[src/rtl/edge_raster_out_if.sv]
// rtl/edge_raster_out_if.sv - input pixel stream and output raster stream of edge_raster_out
interface edge_raster_out_if #(
    parameter int PIXEL_WIDTH = 8
);
    logic                   in_valid;
    logic [PIXEL_WIDTH-1:0] in_pixel;
    logic                   in_ready;
    logic                   out_valid;
    logic                   out_ready;
    logic [PIXEL_WIDTH-1:0] out_pixel;
    logic                   out_sof;
    logic                   out_eol;

    modport master (
        output in_valid, in_pixel, out_ready,
        input  in_ready, out_valid, out_pixel, out_sof, out_eol
    );

    modport slave (
        input  in_valid, in_pixel, out_ready,
        output in_ready, out_valid, out_pixel, out_sof, out_eol
    );
endinterface

[src/rtl/edge_raster_out.sv]
// rtl/edge_raster_out.sv - re-frames interior Sobel pixels into a full raster with constant border
// Optional statistics ports (frame_count, stall_count) enabled by EDGE_RASTER_STATS_EN.
module edge_raster_out #(
    parameter int                     IMG_WIDTH    = 640,
    parameter int                     IMG_HEIGHT   = 480,
    parameter int                     PIXEL_WIDTH  = 8,
    parameter int                     ADDR_WIDTH   = 10,
    parameter int                     FIFO_DEPTH   = 16,
    parameter logic [PIXEL_WIDTH-1:0] BORDER_VALUE = '0
) (
    input  logic               clk,
    input  logic               rst_n,
    edge_raster_out_if.slave   bus,
`ifdef EDGE_RASTER_STATS_EN
    output logic [15:0]        frame_count,
    output logic [15:0]        stall_count,
`endif
    output logic               busy
);
    localparam int PTR_W = $clog2(FIFO_DEPTH);
    localparam int CNT_W = PTR_W + 1;
    localparam logic [CNT_W-1:0]      FIFO_FULL = CNT_W'(FIFO_DEPTH);
    localparam logic [ADDR_WIDTH-1:0] COL_LAST  = ADDR_WIDTH'(IMG_WIDTH - 1);
    localparam logic [ADDR_WIDTH-1:0] ROW_LAST  = ADDR_WIDTH'(IMG_HEIGHT - 1);

    typedef enum logic {IDLE, RUN} state_t;

    state_t                 state_q, state_d;
    logic [ADDR_WIDTH-1:0]  col_q, col_d, row_q, row_d;
    logic [PIXEL_WIDTH-1:0] mem_q [FIFO_DEPTH];
    logic [PTR_W-1:0]       wr_ptr_q, wr_ptr_d, rd_ptr_q, rd_ptr_d;
    logic [CNT_W-1:0]       count_q, count_d;
    logic                   out_valid_q, out_valid_d;
    logic [PIXEL_WIDTH-1:0] out_pixel_q, out_pixel_d;
    logic                   out_sof_q, out_sof_d;
    logic                   out_eol_q, out_eol_d;
    logic                   busy_q, busy_d;
    logic                   wr_en, rd_en, load_ok, fifo_empty, at_border, in_ready;
`ifdef EDGE_RASTER_STATS_EN
    logic                   last_q, last_d;
    logic [15:0]            frame_count_q, frame_count_d, stall_count_q, stall_count_d;
`endif

    // in_ready depends only on the registered fill level, never on out_ready
    assign in_ready   = (count_q != FIFO_FULL);
    assign fifo_empty = (count_q == '0);
    assign wr_en      = bus.in_valid && in_ready;
    assign load_ok    = !out_valid_q || bus.out_ready;
    assign at_border  = (row_q == '0) || (row_q == ROW_LAST) ||
                        (col_q == '0) || (col_q == COL_LAST);

    always_comb begin
        state_d     = state_q;
        col_d       = col_q;
        row_d       = row_q;
        out_valid_d = out_valid_q;
        out_pixel_d = out_pixel_q;
        out_sof_d   = out_sof_q;
        out_eol_d   = out_eol_q;
        rd_en       = 1'b0;
`ifdef EDGE_RASTER_STATS_EN
        last_d        = last_q;
        stall_count_d = stall_count_q;
        frame_count_d = frame_count_q;
        if (out_valid_q && bus.out_ready && last_q) begin
            frame_count_d = frame_count_q + 16'd1;
        end
`endif
        case (state_q)
            IDLE: begin
                if (load_ok) begin
                    if (!fifo_empty) begin
                        // (0,0) is always border, so it is emitted straight from IDLE
                        out_valid_d = 1'b1;
                        out_pixel_d = BORDER_VALUE;
                        out_sof_d   = 1'b1;
                        out_eol_d   = 1'b0;
                        col_d       = ADDR_WIDTH'(1);
                        row_d       = '0;
                        state_d     = RUN;
`ifdef EDGE_RASTER_STATS_EN
                        last_d        = 1'b0;
                        stall_count_d = '0;
`endif
                    end else begin
                        out_valid_d = 1'b0;
                    end
                end
            end
            RUN: begin
`ifdef EDGE_RASTER_STATS_EN
                if (!at_border && fifo_empty && stall_count_q != 16'hFFFF) begin
                    stall_count_d = stall_count_q + 16'd1;
                end
`endif
                if (load_ok) begin
                    if (at_border || !fifo_empty) begin
                        out_valid_d = 1'b1;
                        out_pixel_d = at_border ? BORDER_VALUE : mem_q[rd_ptr_q];
                        rd_en       = !at_border;
                        out_sof_d   = 1'b0;
                        out_eol_d   = (col_q == COL_LAST);
`ifdef EDGE_RASTER_STATS_EN
                        last_d      = (col_q == COL_LAST) && (row_q == ROW_LAST);
`endif
                        if (col_q == COL_LAST) begin
                            col_d = '0;
                            if (row_q == ROW_LAST) begin
                                row_d   = '0;
                                state_d = IDLE;
                            end else begin
                                row_d = row_q + ADDR_WIDTH'(1);
                            end
                        end else begin
                            col_d = col_q + ADDR_WIDTH'(1);
                        end
                    end else begin
                        out_valid_d = 1'b0;
                    end
                end
            end
            default: state_d = IDLE;
        endcase
        busy_d   = (state_d == RUN);
        wr_ptr_d = wr_en ? wr_ptr_q + PTR_W'(1) : wr_ptr_q;
        rd_ptr_d = rd_en ? rd_ptr_q + PTR_W'(1) : rd_ptr_q;
        count_d  = count_q + CNT_W'(wr_en) - CNT_W'(rd_en);
    end

    always_ff @(posedge clk) begin
        if (wr_en) begin
            mem_q[wr_ptr_q] <= bus.in_pixel;
        end
    end

    always_ff @(posedge clk or negedge rst_n) begin
        if (!rst_n) begin
            state_q       <= IDLE;
            col_q         <= '0;
            row_q         <= '0;
            wr_ptr_q      <= '0;
            rd_ptr_q      <= '0;
            count_q       <= '0;
            out_valid_q   <= 1'b0;
            out_pixel_q   <= '0;
            out_sof_q     <= 1'b0;
            out_eol_q     <= 1'b0;
            busy_q        <= 1'b0;
`ifdef EDGE_RASTER_STATS_EN
            last_q        <= 1'b0;
            frame_count_q <= '0;
            stall_count_q <= '0;
`endif
        end else begin
            state_q       <= state_d;
            col_q         <= col_d;
            row_q         <= row_d;
            wr_ptr_q      <= wr_ptr_d;
            rd_ptr_q      <= rd_ptr_d;
            count_q       <= count_d;
            out_valid_q   <= out_valid_d;
            out_pixel_q   <= out_pixel_d;
            out_sof_q     <= out_sof_d;
            out_eol_q     <= out_eol_d;
            busy_q        <= busy_d;
`ifdef EDGE_RASTER_STATS_EN
            last_q        <= last_d;
            frame_count_q <= frame_count_d;
            stall_count_q <= stall_count_d;
`endif
        end
    end

    assign bus.in_ready  = in_ready;
    assign bus.out_valid = out_valid_q;
    assign bus.out_pixel = out_pixel_q;
    assign bus.out_sof   = out_sof_q;
    assign bus.out_eol   = out_eol_q;
    assign busy          = busy_q;
`ifdef EDGE_RASTER_STATS_EN
    assign frame_count   = frame_count_q;
    assign stall_count   = stall_count_q;
`endif
endmodule

[src/flat_wrapper.sv]
// flat-port wrapper written by rule: the top's interface ports become plain ports
module edge_raster_out_flat 
#(
    parameter int                     IMG_WIDTH    = 640,
    parameter int                     IMG_HEIGHT   = 480,
    parameter int                     PIXEL_WIDTH  = 8,
    parameter int                     ADDR_WIDTH   = 10,
    parameter int                     FIFO_DEPTH   = 16,
    parameter logic [PIXEL_WIDTH-1:0] BORDER_VALUE = '0
)
  (clk, rst_n, busy, bus_in_valid, bus_in_pixel, bus_out_ready, bus_in_ready, bus_out_valid, bus_out_pixel, bus_out_sof, bus_out_eol);
  edge_raster_out_if #(.PIXEL_WIDTH(PIXEL_WIDTH)) bus_i ();
  input  logic clk;
  input  logic rst_n;
  output logic busy;
  input wire logic [$bits(bus_i.in_valid)-1:0] bus_in_valid;
  input wire logic [$bits(bus_i.in_pixel)-1:0] bus_in_pixel;
  input wire logic [$bits(bus_i.out_ready)-1:0] bus_out_ready;
  output wire logic [$bits(bus_i.in_ready)-1:0] bus_in_ready;
  output wire logic [$bits(bus_i.out_valid)-1:0] bus_out_valid;
  output wire logic [$bits(bus_i.out_pixel)-1:0] bus_out_pixel;
  output wire logic [$bits(bus_i.out_sof)-1:0] bus_out_sof;
  output wire logic [$bits(bus_i.out_eol)-1:0] bus_out_eol;
  assign bus_i.in_valid = bus_in_valid;
  assign bus_i.in_pixel = bus_in_pixel;
  assign bus_i.out_ready = bus_out_ready;
  assign bus_in_ready = bus_i.in_ready;
  assign bus_out_valid = bus_i.out_valid;
  assign bus_out_pixel = bus_i.out_pixel;
  assign bus_out_sof = bus_i.out_sof;
  assign bus_out_eol = bus_i.out_eol;
  edge_raster_out #(.IMG_WIDTH(IMG_WIDTH), .IMG_HEIGHT(IMG_HEIGHT), .PIXEL_WIDTH(PIXEL_WIDTH), .ADDR_WIDTH(ADDR_WIDTH), .FIFO_DEPTH(FIFO_DEPTH), .BORDER_VALUE(BORDER_VALUE)) u_core (.clk(clk), .rst_n(rst_n), .bus(bus_i), .busy(busy));
endmodule
[config.mk]
export PLATFORM = sky130hd
export DESIGN_NAME = edge_raster_out_flat
export DESIGN_NICKNAME = d
export VERILOG_FILES = /design/src/rtl/edge_raster_out_if.sv /design/src/rtl/edge_raster_out.sv /design/src/flat_wrapper.sv
export SDC_FILE = /design/constraint.sdc
export NUM_CORES = 1
export LEC_CHECK = 0
export CORE_MARGIN = 5
export CORE_UTILIZATION = 40
export CTS_CLUSTER_DIAMETER = 200
export CTS_CLUSTER_SIZE = 28
export DETAILED_ROUTE_END_ITERATION = 8
export PLACE_DENSITY = 0.59
export SLEW_MARGIN = 30
export SYNTH_ARGS = -nofsm -noshare
export SYNTH_HDL_FRONTEND = slang
export SYNTH_SLANG_ARGS = --single-unit
[constraint.sdc]
create_clock -name clk -period 7.8 [get_ports clk]
set_clock_uncertainty 0.1 [all_clocks]
set_input_delay 0.78 -clock clk [delete_from_list [all_inputs] [get_ports clk]]
set_output_delay 0.78 -clock clk [all_outputs]
set_load 0.005 [all_outputs]
==> impl_metrics.yaml, run 1 <==
status:
  outcome: "completed"
synth:
  synth_ff_type: "edfxtp_1"
  synth_top_area_share: 0.528
  synthDistinctLibCells: 46
  postSynthCellCount: 447
  seq_area_frac_synth: 0.683
  syn_area_mm2: 0.00728
  synth_warnings: 0
  synth-edff-count: 128
  synth.largest_area_cell: "edfxtp_1"
  synth_area_per_cell_um2: 16.3
  synthTopCellsByArea: "edfxtp_1 (53%), dfrtp_1 (15%), mux4_2 (12%), ha_1 (2.6%), o21ai_0 (1.6%)"
  synthesis.nets: 475
  synthArstFlopShare: 0.260
  ys_ff_latch: 173
pwr:
  clockPowerShare: 0.286
  powerDensity_mw_per_mm2: 348
  leakagePower_nw: 2.91
  comb_power_share: 0.281
  seqPwrFrac: 0.434
  p_int_mw: 2.04
  peakVddDrop_uv: 218
  swShare: 0.299
  switchingPower_uw: 871
worst_setup_path:
  start_kind: "flop"
  r2r_start: "u_core.row_q[0]"
  critPathArrivalTime_ps: 3660
  cp-startpoint: "u_core.row_q[0]"
  path_max_fanout: 13
  reg2regPathDepth: 14
  worstSetupPathType: "flop to flop"
  cp.required_ps: 8040
  end_kind: "flop"
routing:
  top_layer_used: "met4"
  met3_length_um: 676
  first_iter_violations: 212
  drt-vias-per-instance: 5.39
  via_count: 3869
  drt_wl_total_mm: 13.7
  met2_length_mm: 6.72
  routedWlPerCell_um: 19.0
  antenna_left: 0
  drc: 0
  drt-met1-wl_mm: 6.17
  drt_pass1_iterations: 4
sta:
  rsz0062_at_grt: "no"
  drv_slew: 0
  fmax_ghz: 0.293
  final-hold-violation-count: 0
  setup_viol: 0
  fin_crit_ps: 3410
  worst-slew-pin-transition_ps: 903
  setup-tns-final_ps: 0
  max_slew_margin: 0.398
  min_period_over_period: 0.437
clock_tree:
  clock_sinks: 173
  cts.htree.levels: 4
  cts_buffers: 17
  path_clk_slew_ps: 70
  post_cts_hold_buffer_count: 0
  clk_path_buf_depth: 2
  cts_tree: "built"
  clock_latency_ps: 420
  cts_resized: 0
  cts_root_buf: "clkbuf_16"
  cts_setup_buffers: 0
global_route:
  grt_first_pass_wirelength_mm: 21.6
  overflow: 0
  track_usage: 0.139
  grt_max_degree: 46
  grt_pass1_vias: 3898
  antenna_found_initial: 0
die:
  die_h_um: 145
  start_util: 0.405
  num_rows: 49
  dieArea_mm2: 0.0210
  die_x_um: 145
  pin_count: 25
  coreArea_mm2: 0.0180
placed_design:
  place_congestion: 0.803
  hpwl_mm: 9.40
  io_buffer_count: 24
  dp.cells: 686
cells_and_area:
  area_growth_pct: 14.8
  antenna_cells: 0
  drive_above_1_share: 0.178
  final_cell_mix: "edfxtp_1 (128), dfrtp_1 (44), mux4_2 (40), nand2_1 (27), nor2_1 (25)"
  instances_no_fill: 718
  nNetsFinal: 504
  layout_commonest_cell: "edfxtp_1"
run:
  cap_violations: 0
worst_hold_path:
  holdCritPathClass: "primary input to async pin"
-- power by group through the flow --
| stage | registers [mW] | clock network [mW] | logic (mW) |
|---|---|---|---|
| 6_report | 1.26 | 0.831 | 0.817 |
| 5_1_grt | 1.28 | 0.894 | 0.909 |
| 4_1_cts | 1.26 | 0.853 | 0.838 |
| 3_5_place_dp | 1.28 | 0 | 0.833 |
| 2_1_floorplan | 1.21 | 0 | 0.635 |
| 3_3_place_gp | 1.27 | 0 | 0.819 |
-- cells in the mapped netlist (2+ instances only) --
cell      number
and3_1         6
xor2_1         3
clkbuf_1      11
xnor2_1        8
o21ai_0       23
mux4_2        40
a21oi_1        9
or3_1          3
and2_1         3
dfrtp_1       45
nand2b_1       6
nand3_1       14
a22o_1         8
o31ai_1        4
o211ai_1       2
nand2_1       27
nand4_1        7
nor4b_1        2
inv_1         15
nor2_1        25
nor3_1         7
edfxtp_1     128
buf_1          3
buf_2          7
or4_1          2
a211oi_1       2
ha_1          15
nor2b_1        4
-- logic make-up (layout without fill, tap and decap cells) --
logic type / count (synthesis) / after routing / synth area share
xor+xnor: 11 / 11 / 0.0132
simple gates: 114 / 114 / 0.0810
fa+ha+maj: 16 / 16 / 0.0285
compound gates: 54 / 54 / 0.0463
buf+inv: 37 / 79 / 0.0213
mux: 42 / 42 / 0.127
flops: 173 / 173 / 0.683
-- metal layers --
metal  GRT usage  up-vias
met4      0.0378        0
met1       0.190     1977
met2       0.221       97
met3      0.0411        9
met5           0        -
li1            -     1786
-- critical path: stages, from the launching register on --
cell and delay, ps:
dfrtp_1 420, ha_1 260, nand4_1 110, or4_4 490, nand2_1 230, nor3_1 90
buf_4 190, ha_1 280, inv_1 40, ha_1 210, fa_1 440, a21oi_1 160
nor2_1 50, nor2_1 110, xnor2_1 120
-- worst paths after layout --
check,to,slack [ps]
worst max-delay path,u_core.count_q[4],4390
worst min-delay path,u_core.count_q[1],250
worst max register to register,u_core.count_q[4],4390
worst min register to register,u_core.bus.out_eol,390
max in group asynchronous,u_core.rd_ptr_q[0],6930
min in group clk,u_core.bus.out_eol,390
-- metrics by stage --
step / total power, mW / util / hold WS, ps / worst slack [ps] / cell area (um2)
after floorplan: 1.85 / - / 369 / 4620 / 7280
after global placement: 2.09 / 0.432 / 375 / 4480 / 7760
after detailed placement: 2.12 / 0.433 / 380 / 4380 / 7770
after CTS: 2.95 / 0.465 / 269 / 4380 / 8360
after global routing: 3.08 / 0.465 / 285 / 4160 / 8360
final: 2.91 / 0.465 / 255 / 4390 / 8360
-- state kept, by name, indices dropped and copies added (netlist names) --
name / flops
u_core.count_q: 5
u_core.bus.out_eol: 1
u_core.mem_q: 128
u_core.row_q: 10
u_core.bus.out_pixel: 8
u_core.rd_ptr_q: 4
u_core.state_q: 1
u_core.bus.out_sof: 1
u_core.wr_ptr_q: 4
u_core.col_q: 10
u_core.bus.out_valid: 1
-- area by class of cell --
class,count,area [um2]
repair buffers,32,298
clock buffers,17,425
well taps,229,287
multi-input cells,237,2160
flip-flops and latches,173,4970
clock inverters,15,161
inverters,15,56.3
fillers,1542,9610
Note: power is estimated with default switching activity, not from simulation.
==> run 2, diff against run 1 <==
--- a/config.mk
+++ b/config.mk
@@ -10,7 +10,7 @@
 export CTS_CLUSTER_DIAMETER = 200
 export CTS_CLUSTER_SIZE = 28
 export DETAILED_ROUTE_END_ITERATION = 8
-export PLACE_DENSITY = 0.59
+export PLACE_DENSITY = 0.61
 export SLEW_MARGIN = 30
 export SYNTH_ARGS = -nofsm -noshare
 export SYNTH_HDL_FRONTEND = slang
==> constraint.sdc (replaced) <==
create_clock -name clk -period 2.9 [get_ports clk]
set_clock_uncertainty 0.1 [all_clocks]
set_input_delay 0.29 -clock clk [delete_from_list [all_inputs] [get_ports clk]]
set_output_delay 0.29 -clock clk [all_outputs]
set_load 0.005 [all_outputs]
==> impl_metrics.yaml, run 2 (synthesis results as in run 1) <==
worst_setup_path:
  start_kind: "flop"
  cp.required_ps: 3150
  critPathArrivalTime_ps: 3000
  path_max_fanout: 7
  worstSetupPathType: "flop to flop"
  reg2regPathDepth: 13
  end_kind: "flop"
  cp-startpoint: "u_core.row_q[1]"
  r2r_start: "u_core.row_q[1]"
cells_and_area:
  fill_cells: 1511
  instances_no_fill: 737
  antenna_cells: 0
  layout_commonest_cell: "edfxtp_1"
  final_core_util: 0.478
  largest_reg_flops: 128
  drive_above_1_share: 0.224
  final_cell_mix: "edfxtp_1 (128), dfrtp_1 (43), mux4_2 (40)"
  top_regs: "u_core.mem_q x128, u_core.col_q x10, u_core.row_q x10"
  area_growth_pct: 17.9
  final_area_mm2: 0.00858
  nNetsFinal: 523
  max_flop_register: "u_core.mem_q"
clock_tree:
  path_clk_slew_ps: 70
  clk_path_buf_depth: 2
  cts.htree.levels: 4
  cts_tree: "built"
  clock_latency_ps: 430
  clock_sinks: 173
  cts_root_buf: "clkbuf_16"
  cts_buffers: 17
  cts_setup_buffers: 0
global_route:
  antenna_found_initial: 0
  grt_max_degree: 36
  overflow: 0
  grt_pass1_vias: 3921
  track_usage: 0.137
  grt_first_pass_wirelength_mm: 21.5
routing:
  antenna_left: 0
  via_count: 3845
  routedWlPerCell_um: 17.7
  drc: 0
  drt_wl_total_mm: 13.1
  first_iter_violations: 303
  drt_pass1_iterations: 5
  drt-vias-per-instance: 5.22
placed_design:
  place_congestion: 0.845
  io_buffer_count: 24
  hpwl_mm: 9.14
  post_dp_cell_area_mm2: 0.00795
  dp_slack_ps: 78.4
  dp.cells: 704
die:
  die_h_um: 145
  num_rows: 49
  start_util: 0.405
  coreArea_mm2: 0.0180
  die_x_um: 145
  pin_count: 25
  dieArea_mm2: 0.0210
sta:
  fmax_ghz: 0.364
  max_slew_margin: 0.567
  worst-slew-pin-transition_ps: 649
  setup_viol: 0
  rsz0062_at_grt: "yes"
  drv_slew: 0
  setup-tns-final_ps: 0
  min_period_over_period: 0.948
  postLayoutSetupSlackWorst_ps: 151
  final-hold-violation-count: 0
  fin_crit_ps: 2750
pwr:
  switchingPower_mw: 2.47
  leakagePower_nw: 3.01
  peakVddDrop_uv: 536
  comb_power_share: 0.288
  p_int_mw: 5.43
  seqPwrFrac: 0.431
  clockPowerShare: 0.281
  powerDensity_mw_per_mm2: 921
  swShare: 0.312
status:
  outcome: "completed"
run:
  cap_violations: 0
worst_hold_path:
  holdCritPathClass: "primary input to async pin"
-- run 2: metrics by stage --
| step | power [mW] | hold WS, ps |
|---|---|---|
| 2_1_floorplan | 5.01 | -106 |
| 3_3_place_gp | 5.69 | 247 |
| 3_5_place_dp | 5.75 | 258 |
| 4_1_cts | 7.99 | 330 |
| 5_1_grt | 8.37 | 380 |
| 6_report | 7.90 | 321 |
-- run 2: power groups by stage --
stage | registers [mW] | logic, mW | clock network, mW
final | 3.40 | 2.28 | 2.22
after global routing | 3.46 | 2.52 | 2.39
after CTS | 3.40 | 2.31 | 2.28
after detailed placement | 3.46 | 2.30 | 0
after global placement | 3.44 | 2.26 | 0
after floorplan | 3.26 | 1.75 | 0
-- run 2: worst paths after layout --
| path | slack, ps | endpoint |
|---|---|---|
| worst max-delay path | 150 | u_core.count_q[4] |
| worst min-delay path | 320 | u_core.count_q[1] |
| worst max register to register | 150 | u_core.count_q[4] |
| worst min register to register | 380 | u_core.bus.out_eol |
| max in group asynchronous | 1670 | u_core.row_q[0] |
| min in group clk | 380 | u_core.bus.out_eol |
-- run 2: timing repair --
item	CTS	global route
hold endpoints to repair	28	0
resized for setup	0	5
hold buffers	1	0
setup endpoints to repair	0	1
-- run 2: final cells by class --
class / instances / area (um2) / share of cell area
inverters: 15 / 56.3 / 0.00656
multi-input cells: 237 / 2220 / 0.258
well taps: 229 / 287 / 0.0334
repair buffers: 51 / 453 / 0.0528
clock buffers: 17 / 425 / 0.0496
flip-flops and latches: 173 / 4970 / 0.580
clock inverters: 15 / 168 / 0.0195
-- run 2: worst max-delay path, stage by stage, from the launching register on --
cell and delay [ps]:
dfrtp_1 430, ha_4 170, nand4_1 90, or4_4 470, nand2_8 120, nor3_4 50
ha_1 270, inv_1 40, ha_2 190, fa_2 360, a21oi_2 120, nor2_1 40
nor2_1 100, xnor2_1 120
-- run 2: routing by layer --
layer,routed length [um],up-vias,share of wire,global-route usage
met4,176,0,0.013,0.0476
met5,0,-,0,0
li1,-,1826,-,-
met2,6170,77,0.47,0.207
met3,498,16,0.038,0.0325
met1,6220,1926,0.48,0.195
==> run 3, diff against run 2 <==
--- a/config.mk
+++ b/config.mk
@@ -5,6 +5,7 @@
 export SDC_FILE = /design/constraint.sdc
 export NUM_CORES = 1
 export LEC_CHECK = 0
+export CAP_MARGIN = 10
 export CORE_MARGIN = 5
 export CORE_UTILIZATION = 40
 export CTS_CLUSTER_DIAMETER = 200
==> results of run 3 <==
Final layout, timing and power as in run 2 (identical DEF).
